## src/rtl/bin2bcd_seq.sv

```systemverilog
// bin2bcd_seq
//
// Sequential binary-to-BCD converter for the ADC display chain. It takes the
// unsigned quotient from the divider and turns it into packed BCD digits for
// the seven-segment driver. The conversion uses shift-and-add-3
// (double-dabble) and processes one binary bit per clock. It also produces a
// leading-zero blanking mask.
//
// Handshake: a conversion is accepted on a rising edge where start=1 and
// in_ready=1. in_ready depends only on the FSM state, never on start. A start
// seen while busy=1 is dropped; nothing is queued. done is a one-cycle pulse,
// and in that cycle bcd/blank carry the new result. bcd/blank hold their
// previous values at all other times.
//
// Ports:
//   clk      in   1           rising-edge clock
//   rst      in   1           synchronous, active-high reset
//   start    in   1           conversion request, sampled only when in_ready=1
//   bin_in   in   WIDTH       unsigned value, captured on the accepting edge
//   in_ready out  1           idle and able to accept start (state == IDLE)
//   busy     out  1           conversion in progress (state == SHIFT)
//   done     out  1           one-cycle pulse, bcd/blank just updated
//   bcd      out  4*DIGITS    packed BCD; digit 0 is bits [3:0]
//   blank    out  DIGITS      bit i set when digit i and all higher digits are 0
//
// The FSM state can be observed directly: in_ready is high exactly in IDLE,
// and busy is high exactly in SHIFT.

module bin2bcd_seq #(
  parameter int WIDTH  = 16,
  parameter int DIGITS = 5
) (
  input  logic                  clk,
  input  logic                  rst,
  input  logic                  start,
  input  logic [WIDTH-1:0]      bin_in,
  output logic                  in_ready,
  output logic                  busy,
  output logic                  done,
  output logic [4*DIGITS-1:0]   bcd,
  output logic [DIGITS-1:0]     blank
);

  localparam int               CW         = (WIDTH > 1) ? $clog2(WIDTH) : 1;
  localparam logic [CW-1:0]    LAST       = CW'(WIDTH - 1);
  localparam logic [DIGITS-1:0] BLANK_RST = {{(DIGITS-1){1'b1}}, 1'b0};

  typedef enum logic {
    IDLE  = 1'b0,
    SHIFT = 1'b1
  } state_t;

  state_t                state, state_nxt;
  logic [CW-1:0]         cnt;
  logic [WIDTH-1:0]      bin_sh;
  logic [4*DIGITS-1:0]   work;

  // Combinational results of one double-dabble iteration.
  logic [4*DIGITS-1:0]   adj;
  logic [4*DIGITS-1:0]   work_nxt;
  logic [WIDTH-1:0]      bin_nxt;
  logic [DIGITS-1:0]     blank_nxt;

  logic                  accept;
  logic                  last_iter;

  assign in_ready = (state == IDLE);
  assign busy     = (state == SHIFT);

  // One iteration: add 3 to every digit >= 5, then shift {work, bin} left.
  // The bit leaving the top digit is dropped; with 10^DIGITS > 2^WIDTH-1 it
  // is always zero.
  always_comb begin
    adj = work;
    for (int i = 0; i < DIGITS; i++) begin
      if (work[4*i +: 4] >= 4'd5) begin
        adj[4*i +: 4] = work[4*i +: 4] + 4'd3;
      end
    end
    {work_nxt, bin_nxt} = {adj, bin_sh} << 1;
  end

  // Blanking mask of the post-shift result: it propagates down from the top
  // digit and stops at the first nonzero digit. Digit 0 is always shown.
  always_comb begin
    blank_nxt = '0;
    blank_nxt[DIGITS-1] = (work_nxt[4*(DIGITS-1) +: 4] == 4'd0);
    for (int i = DIGITS - 2; i >= 1; i--) begin
      blank_nxt[i] = (work_nxt[4*i +: 4] == 4'd0) && blank_nxt[i+1];
    end
    blank_nxt[0] = 1'b0;
  end

  // Next-state logic.
  always_comb begin
    state_nxt = state;
    accept    = 1'b0;
    last_iter = 1'b0;
    case (state)
      IDLE: begin
        if (start) begin
          accept    = 1'b1;
          state_nxt = SHIFT;
        end
      end
      SHIFT: begin
        if (cnt == LAST) begin
          last_iter = 1'b1;
          state_nxt = IDLE;
        end
      end
      default: state_nxt = IDLE;
    endcase
  end

  // State register.
  always_ff @(posedge clk) begin
    if (rst) begin
      state <= IDLE;
    end else begin
      state <= state_nxt;
    end
  end

  // Datapath and result registers.
  always_ff @(posedge clk) begin
    if (rst) begin
      cnt    <= '0;
      bin_sh <= '0;
      work   <= '0;
      bcd    <= '0;
      blank  <= BLANK_RST;
      done   <= 1'b0;
    end else begin
      done <= 1'b0;
      if (accept) begin
        bin_sh <= bin_in;
        work   <= '0;
        cnt    <= '0;
      end else if (state == SHIFT) begin
        bin_sh <= bin_nxt;
        work   <= work_nxt;
        cnt    <= cnt + 1'b1;
        if (last_iter) begin
          bcd   <= work_nxt;
          blank <= blank_nxt;
          done  <= 1'b1;
        end
      end
    end
  end

endmodule

```

## config.mk

```make
export PLATFORM = sky130hd
export DESIGN_NAME = bin2bcd_seq
export DESIGN_NICKNAME = d
export VERILOG_FILES = /design/src/rtl/bin2bcd_seq.sv
export SDC_FILE = /design/constraint.sdc
export NUM_CORES = 1
export LEC_CHECK = 0
export ABC_AREA = 1
export ABC_CLOCK_PERIOD_IN_PS = 3000
export CORE_ASPECT_RATIO = 1.5
export CORE_MARGIN = 2
export CORE_UTILIZATION = 65
export CTS_CLUSTER_SIZE = 25
export DETAILED_ROUTE_END_ITERATION = 10
export DONT_BUFFER_PORTS = 1
export PLACE_DENSITY = 0.87
export SETUP_SLACK_MARGIN = 0.3
export SLEW_MARGIN = 25
export SYNTH_ARGS = -nofsm -noshare
export SYNTH_HDL_FRONTEND = slang
export SYNTH_SLANG_ARGS = --single-unit
```

## constraint.sdc

```tcl
create_clock -name clk -period 3 [get_ports clk]
set_input_delay 0.9 -clock clk [delete_from_list [all_inputs] [get_ports clk]]
set_output_delay 0.9 -clock clk [all_outputs]
set_load 0.02 [all_outputs]
```

======== Word-level counts from Yosys, hierarchy flattened ========
Cells that the tools add are included.
storage, ports and cells
  flip-flop bits (word level) ............. 66
  bits of input ports ..................... 19
  output and inout port bits .............. 28
  word-level logic and storage cells ...... 46
cells by class
  add/sub/neg operators ................... 6
  order comparisons ....................... 5
  equality and inequality tests ........... 1
  muxes and demuxes ....................... 14
  bitwise logic cells ..................... 2
  reduce and logical (&&, ||, !) cells .... 11
operators by type and width
  operator                                             count
  two-way mux 16 bit                                   2
  >= comparator 4 x 3 -> 1 bit, second input constant  5
  adder 4 x 2 -> 4 bit, second input constant          4
  zero test 4 bit                                      4
  two-way mux 4 bit                                    4
  two-way mux 1 bit                                    6
  adder 4 x 1 -> 4 bit, second input constant          1
  equality test 4 bit, second input constant           1
  adder 3 x 2 -> 3 bit, second input constant          1
  logical AND 1 bit                                    3
  two-way mux 3 bit                                    1
  AND reduction 3 bit                                  1
  OR reduction 3 bit                                   1
  NOT 1 bit                                            2
  case mux 1 bit (2 select lines)                      1
  nonzero test 2 bit                                   1
  OR reduction 2 bit                                   1

======== Depth between registers and ports, before layout ========
Gate-level depths: netlist (run 1).
  word-level depth ........................ 6
  depth in mapped cells ................... 12
  gate-level depth less buffers ........... 12

======== Least setup slack after synthesis (run 1) ========
Ideal clock, no wire load.
  path kind ............................... flip-flop to output port
  from .................................... register state (netlist: busy)
  to ...................................... output port in_ready
  arrival time ............................ 1017 ps
  data required time ...................... 2100 ps
  setup slack ............................. 1083 ps
  stages on the path, launching flop included .. 4
  path buffers ............................ 2
  cells stage by stage .................... dfxtp_1 -> buf_6 -> inv_2 -> buf_1
between the ends
  cells in the longest elaborated chain, start to end .. 1
RTL lines
  item                      RTL line  source
  start: declaration        53        state_t state, state_nxt;
  start signal: assignment  121       state <= state_nxt;
  NOT 1 bit                 --
  end: declaration          37        output logic in_ready,
Every way passes these cells.

======== Worst setup path in the final report (run 1) ========
Ends and elaborated chain as after synthesis.

==> results of run 1 <==
-- power groups by stage --
stage | combinational (mW) | clock [mW] | sequential [mW]
6_report | 0.190 | 0.679 | 0.933
4_1_cts | 0.191 | 0.693 | 0.932
5_1_grt | 0.220 | 0.733 | 0.936
3_3_place_gp | 0.181 | 0 | 0.950
3_5_place_dp | 0.188 | 0 | 0.952
2_1_floorplan | 0.159 | 0 | 0.943
-- area by class of cell --
class	count	share of cell area
multi-input combinational	274	0.430
sequential	66	0.411
inverter	68	0.0793
clock buffer	14	0.0536
tap	48	0.0187
timing repair buffer	2	0.00466
clock inverter	2	0.00311
-- cells in the final DEF, fill, tap and decap left out, types with 5 or more instances in the layout --
cell | netlist | final
a21oi_1 | 19 | 19
nand3_1 | 22 | 22
dfxtp_1 | 66 | 65
nor2_1 | 23 | 23
clkbuf_8 | 0 | 12
ha_1 | 11 | 11
a22o_1 | 8 | 8
inv_1 | 62 | 62
nand2_1 | 121 | 121
o21ai_1 | 13 | 13
nand4_1 | 5 | 5
o211ai_1 | 10 | 10
o21ai_0 | 21 | 21
inv_2 | 6 | 6
-- how the worst max path moves through the flow --
stage	start	endpoint	slack, ns	depth (start not counted)
after floorplan	busy	in_ready	1.08	3
after global placement	start	work[6]	0.96	7
after detailed placement	start	work[16]	0.82	7
after CTS	busy	in_ready	0.91	1
after global routing	busy	in_ready	0.87	1
final	busy	in_ready	0.93	1
-- registers in the layout, indices dropped and copies added, names as in the netlist --
signal / count
blank: 4
done: 1
work: 20
cnt: 4
busy: 1
bcd: 20
bin_sh: 16
-- routing by layer --
metal  vias up  share of wire  global-route usage
li1       1332              -                   -
met1      1173           0.40               0.288
met2        68           0.51               0.442
met3        15          0.057              0.0916
met4         0          0.030               0.137
met5         -              0                   0
-- cell families (layout without fill, tap and decap cells) --
logic type      after synthesis  in the layout  synth area share
simple gates                184            184             0.253
buf+inv                      84             86             0.113
compound gates               74             74             0.142
flops                        66             66             0.433
fa+ha+maj                    11             11            0.0451
xor+xnor                      4              4            0.0115
other cells                   1              1           0.00123
==> flow_summary.rst, run 1 <==
.. list-table::
   :header-rows: 1

   * - Metric
     - Value
   * - Outcome
     - finished clean
   * - Proportion of netlist area held by the largest area contributor
     - 0.433
   * - Unrepaired setup endpoints after global routing
     - no
   * - Total Die Area
     - 5270 um^2
   * - Share of post-route cells with drive strength above 1
     - 0.0775
   * - Worst-case clock skew
     - 0.00536 ns
   * - Maximum number of pins on one net before global-route repair
     - 37
   * - Worst slew margin relative to its limit
     - 0.571
   * - Cts hold-fix bufs
     - 0
   * - Synth top area cells
     - dfxtp_1, nand2_1, inv_1
   * - Total of warnings raised by yosys
     - 0
   * - DRC viols
     - 0
   * - Overall power
     - 1.80 mW
   * - Primary FF master, synth
     - dfxtp_1
   * - Clock power frac
     - 0.377
   * - Nets@finish
     - 451
   * - Via-per-instance ratio
     - 5.46
   * - Fraction of power spent switching nets
     - 0.261
   * - CTS clock-pin slew for the worst setup and hold paths
     - 0.07 ns
   * - Core utilization of the finished layout
     - 0.715
   * - # Max-Cap Violations
     - 0
   * - Number of synthesized register bits
     - 66
   * - Comb power frac
     - 0.105
   * - Sequential element share of the synthesized area
     - 0.433
   * - Final Wtd Congestion
     - 0.881
   * - Critical path endpoint category
     - output pin
   * - Maximum buffer depth of the clock tree
     - 2
   * - Cell-internal power
     - 1.33 mW
   * - Total placed instance area
     - 3040 um^2
   * - Net load switching power
     - 0.470 mW
   * - Register cell area after layout
     - 1320 um^2
   * - CP startpoint kind
     - flip-flop
   * - Core region area
     - 4500 um^2
   * - CTS tree
     - built
   * - X dimension of the die
     - 59.9 um
   * - DRT iter0 DRCs
     - 107
   * - I/O pin count
     - 47
   * - Setup slack of the most critical reg-to-reg path
     - 1.13 ns
   * - Cell area power density
     - 560 nW/um^2
   * - Placed Cells
     - 458
   * - Overflow left after global routing
     - 0
   * - Initial Utilization
     - 0.677
   * - Count of endpoints failing setup in the final report
     - 0
   * - Initial antenna violation count
     - 0
   * - Synthesized instance count
     - 424
   * - Routed via count
     - 2588
   * - Total inserted antenna cells
     - 0
   * - Final standard cell count with taps included and fillers excluded
     - 474
   * - Largest stage delay on the critical path
     - 0.56 ns
   * - Average wire per cell in the routed design
     - 12.9 um
   * - Post-cts gate resize count
     - 0
   * - Worst Hold Depth
     - 2
   * - Cell area after layout
     - 3220 um^2
   * - RR Startpoint
     - busy
   * - Post-CTS setup-driven buffer insertion count
     - 0
   * - HP Start
     - bin_sh[0]
   * - Number of sinks on the clock net
     - 66
   * - Cell area after technology mapping
     - 3050 um^2
   * - Die Height
     - 87.9 um
   * - Cell family with the largest share of critical-path delay
     - flip-flops
   * - Class of the most critical hold timing path
     - reg2reg
   * - Destination of the worst hold path
     - bin_sh[0]
   * - Number of enable flip-flop cells after synthesis
     - 0
   * - Commonest cells in the netlist
     - nand2_1, dfxtp_1, inv_1
   * - Slew at the pin closest to its max-slew limit
     - 0.643 ns
   * - Clock network latency to the later pin of the worst-skew pair
     - 0.34 ns
   * - Length in cells of the worst reg-to-reg path
     - 7
   * - Leak pwr
     - 1.58 nW
   * - Row count
     - 30
   * - Distinct cell type count of the synthesized netlist
     - 29
   * - CTS Root Cell
     - clkbuf_8
   * - Maximum resistive drop on vdd
     - 0.406 mV
   * - Detailed Route WL
     - 6130 um
   * - Number of port buffers
     - 0
   * - Type of the worst setup path
     - reg2out
   * - First drt pass iteration count
     - 4
   * - Data arrival, critical path
     - 1.17 ns
   * - Number of pins with negative max-slew slack in the final report
     - 0
   * - Most repeated cell in the gate-level netlist after synthesis
     - nand2_1
   * - Data required time of the worst path
     - 2.10 ns
   * - Synth-to-layout area growth
     - 5.54%
   * - Area of the multi-input gates
     - 1380 um^2
   * - Final hold slack
     - 0.479 ns
   * - Minimum clock period
     - 2.07 ns
   * - GR Util All Layers
     - 0.264
   * - Post-synth top area cell
     - dfxtp_1
   * - Number of hold-slack violations in the final timing report
     - 0
   * - Final sum of negative setup slack
     - 0 ns
   * - DP Wirelength
     - 4400 um
   * - Number of CTS-inserted buffers
     - 9
   * - Worst-case setup margin in the final layout
     - 0.934 ns
   * - FMAX
     - 484 MHz
   * - Final critical-path share of the clock period
     - 0.689
   * - Net Count, Synth
     - 454
   * - Worst slack at placement
     - 0.816 ns
   * - Chain of cells forming the critical path
     - inv_2
   * - Count of filler cells inserted in the layout
     - 371
   * - Average cell area after synthesis
     - 7.19 um^2
   * - Vias in the first global route
     - 2506
   * - Power share of the sequential group
     - 0.518
   * - Post-synthesis async set-or-reset flop share
     - 0
   * - Post-route antenna net violation count
     - 0
   * - Worst r2r dst
     - blank[3]
   * - Crit path buffers/inverters
     - 1
   * - Slowest-stage cell, CP
     - dfxtp_2
   * - H-tree lvl count
     - 3
   * - Worst-path fanout max
     - 19
   * - Global-route wire length before repair
     - 10500 um
(Power assumes the default switching activity.)
==> run 2: changes to the inputs <==
--- a/config.mk
+++ b/config.mk
@@ -6,14 +6,14 @@
 export NUM_CORES = 1
 export LEC_CHECK = 0
 export ABC_AREA = 1
-export ABC_CLOCK_PERIOD_IN_PS = 3000
+export ABC_CLOCK_PERIOD_IN_PS = 1800
 export CORE_ASPECT_RATIO = 1.5
 export CORE_MARGIN = 2
-export CORE_UTILIZATION = 65
+export CORE_UTILIZATION = 56
 export CTS_CLUSTER_SIZE = 25
 export DETAILED_ROUTE_END_ITERATION = 10
 export DONT_BUFFER_PORTS = 1
-export PLACE_DENSITY = 0.87
+export PLACE_DENSITY = 0.8
 export SETUP_SLACK_MARGIN = 0.3
 export SLEW_MARGIN = 25
 export SYNTH_ARGS = -nofsm -noshare
==> constraint.sdc (replaced) <==
create_clock -name clk -period 1.8 [get_ports clk]
set_input_delay 0.54 -clock clk [delete_from_list [all_inputs] [get_ports clk]]
set_output_delay 0.54 -clock clk [all_outputs]
set_load 0.02 [all_outputs]
==> run 2 against run 1 <==
Combinational power is 130% higher. Wire length up 21%. First-iteration DRC count up 70%. Core utilization is 1.5 points higher. Worst setup slack worse by 0.65 ns. Highest routed layer unchanged.
==> flow_summary.rst, run 2 (same netlist as run 1, synthesis figures left out) <==
.. list-table::
   :header-rows: 1

   * - Metric
     - Value
   * - GR Util All Layers
     - 0.244 (-0.0201)
   * - Power share of the sequential group
     - 0.411 (-0.107)
   * - Clock power frac
     - 0.471 (+0.094)
   * - Crit path buffers/inverters
     - 1 (unchanged)
   * - DP Wirelength
     - 4620 um (+5.0%)
   * - CP startpoint kind
     - flip-flop
   * - Most common cell after layout, fill and taps aside
     - nand2_1
   * - Worst-path fanout max
     - 3 (-16)
   * - Clock network latency to the later pin of the worst-skew pair
     - 0.35 ns (about the same)
   * - Maximum number of pins on one net before global-route repair
     - 21 (-43%)
   * - DRT iter0 DRCs
     - 182 (+70%)
   * - Class of the most critical hold timing path
     - in2reg
   * - Placed Cells
     - 487 (+6.3%)
   * - Data required time of the worst path
     - 2.10 ns (about the same)
   * - Number of pins with negative max-slew slack in the final report
     - 0 (unchanged)
   * - Worst-case clock skew
     - 0.00964 ns (+0.00428 ns)
   * - FMAX
     - 659 MHz
   * - Critical path endpoint category
     - flip-flop
   * - Final standard cell count with taps included and fillers excluded
     - 519 (+9.5%)
   * - Overflow left after global routing
     - 0 (unchanged)
   * - Initial antenna violation count
     - 0 (unchanged)
   * - Outcome
     - finished clean
   * - Cell area after layout
     - 3800 um^2 (+18%)
   * - Average wire per cell in the routed design
     - 14.3 um (+10%)
   * - Cell-internal power
     - 2.88 mW (+120%)
   * - X dimension of the die
     - 64.3 um (+7.2%)
   * - Routed via count
     - 2825 (+9.2%)
   * - Via-per-instance ratio
     - 5.44 (-0.31%)
   * - Number of port buffers
     - 0 (unchanged)
   * - Post-route antenna net violation count
     - 0 (unchanged)
   * - Fraction of power spent switching nets
     - 0.238 (-0.0225)
   * - Worst-case setup margin in the final layout
     - 0.283 ns (-0.651 ns)
   * - DRC viols
     - 0 (unchanged)
   * - Worst slack at placement
     - 0.144 ns (-0.672 ns)
   * - Slowest-stage cell, CP
     - dfxtp_2
   * - Net load switching power
     - 0.900 mW (+92%)
   * - Detailed Route WL
     - 7400 um (+21%)
   * - Leak pwr
     - 1.86 nW (+18%)
   * - Total placed instance area
     - 3130 um^2 (+3.0%)
   * - Cell area power density
     - 995 nW/um^2 (+78%)
   * - Most used cells in the layout excluding fill and tap cells
     - nand2_1, dfxtp_1, inv_1
   * - H-tree lvl count
     - 3 (unchanged)
   * - Type of the worst setup path
     - reg2reg
   * - Synth-to-layout area growth
     - 24.4%
   * - Global-route wire length before repair
     - 11500 um (+9.3%)
   * - Initial Utilization
     - 0.586 (-0.0912)
   * - Core utilization of the finished layout
     - 0.729 (+0.0146)
   * - Total Die Area
     - 6070 um^2 (+15%)
   * - Final Wtd Congestion
     - 0.803 (-8.9%)
   * - # Max-Cap Violations
     - 0 (unchanged)
   * - Cell family with the largest share of critical-path delay
     - simple AND/OR/NAND/NOR gates
   * - Overall power
     - 3.78 mW (+110%)
   * - Total inserted antenna cells
     - 0 (unchanged)
   * - Row count
     - 32 (+6.7%)
   * - Largest stage delay on the critical path
     - 0.36 ns (-0.20 ns)
   * - Final critical-path share of the clock period
     - 0.843
   * - Chain of cells forming the critical path
     - inv_4 > ha_2 > nand2_2 > nand3_4 > nand2_2 > nand2_2 > nor2_1 > nand2_1 > nor2_2 > nor2_1 > nor2_1
   * - Maximum buffer depth of the clock tree
     - 2 (unchanged)
   * - Cts hold-fix bufs
     - 0 (unchanged)
   * - I/O pin count
     - 47 (unchanged)
   * - Unrepaired setup endpoints after global routing
     - yes
   * - Count of endpoints failing setup in the final report
     - 0 (unchanged)
   * - Die Height
     - 94.4 um (+7.4%)
   * - Maximum resistive drop on vdd
     - 0.634 mV (+56%)
   * - Number of CTS-inserted buffers
     - 9 (unchanged)
   * - Share of post-route cells with drive strength above 1
     - 0.266 (+0.189)
   * - Comb power frac
     - 0.118 (+0.013)
   * - Minimum clock period
     - 1.52 ns
   * - Data arrival, critical path
     - 1.81 ns (+0.64 ns)
   * - Final sum of negative setup slack
     - 0 ns (unchanged)
   * - Number of hold-slack violations in the final timing report
     - 0 (unchanged)
   * - CTS tree
     - built
   * - Number of sinks on the clock net
     - 66 (unchanged)
   * - Nets@finish
     - 476 (+5.5%)
   * - CTS Root Cell
     - clkbuf_8
   * - CTS clock-pin slew for the worst setup and hold paths
     - 0.08 ns (about the same)
   * - Vias in the first global route
     - 2646 (+5.6%)
   * - Leading registers by flop count
     - bcd: 20 flops, work: 20 flops, bin_sh: 16 flops
   * - First drt pass iteration count
     - 5 (+1)
   * - Final hold slack
     - 0.249 ns (-0.229 ns)
   * - Core region area
     - 5200 um^2 (+16%)
==> run 2: cell type report <==
class	count	area, um^2
Clock buffer	9	124
Multi-Input combinational cell	274	1600
Inverter	68	263
Timing Repair Buffer	27	210
Clock inverter	7	165
Sequential cell	66	1350
Tap cell	68	85.1
Fill cell	388	1410
==> run 2: worst paths after layout <==
kind                  start   endpoint  slack (ns)  depth (start not counted)
setup / recovery   work[17]   blank[3]        0.28                         11
hold / removal          rst  bin_sh[0]        0.25                          1
setup reg to reg   work[17]   blank[3]        0.28                         11
hold reg to reg   bin_sh[0]  bin_sh[0]        0.46                          2
==> run 2: layer usage <==
metal,track usage,up-vias,routed length (um)
met5,0,-,0
met3,0.0477,21,522
met2,0.423,118,3910
met4,0.174,0,182
li1,-,1378,-
met1,0.264,1308,2790
==> run 2: worst reg2reg max path, delay by kind of cell, from the launching register on <==
kind	cells	cell delay [ns]
flip-flops	1	0.36
AND/OR/NAND/NOR	9	0.88
adder cells (fa/ha/maj)	1	0.16
buffers and inverters	1	0.05
==> run 2: power by group through the flow <==
stage	Clock [mW]	Sequential (mW)	Combinational, mW
final	1.78	1.55	0.446
after global routing	1.86	1.56	0.499
after CTS	1.80	1.55	0.361
after detailed placement	0	1.58	0.331
after global placement	0	1.58	0.318
after floorplan	0	1.57	0.265
==> run 2: what timing repair did <==
item	in CTS	in global routing
resized for setup	22	63
setup buffers	5	11
setup endpoints to repair	8	21
pin swaps	3	20
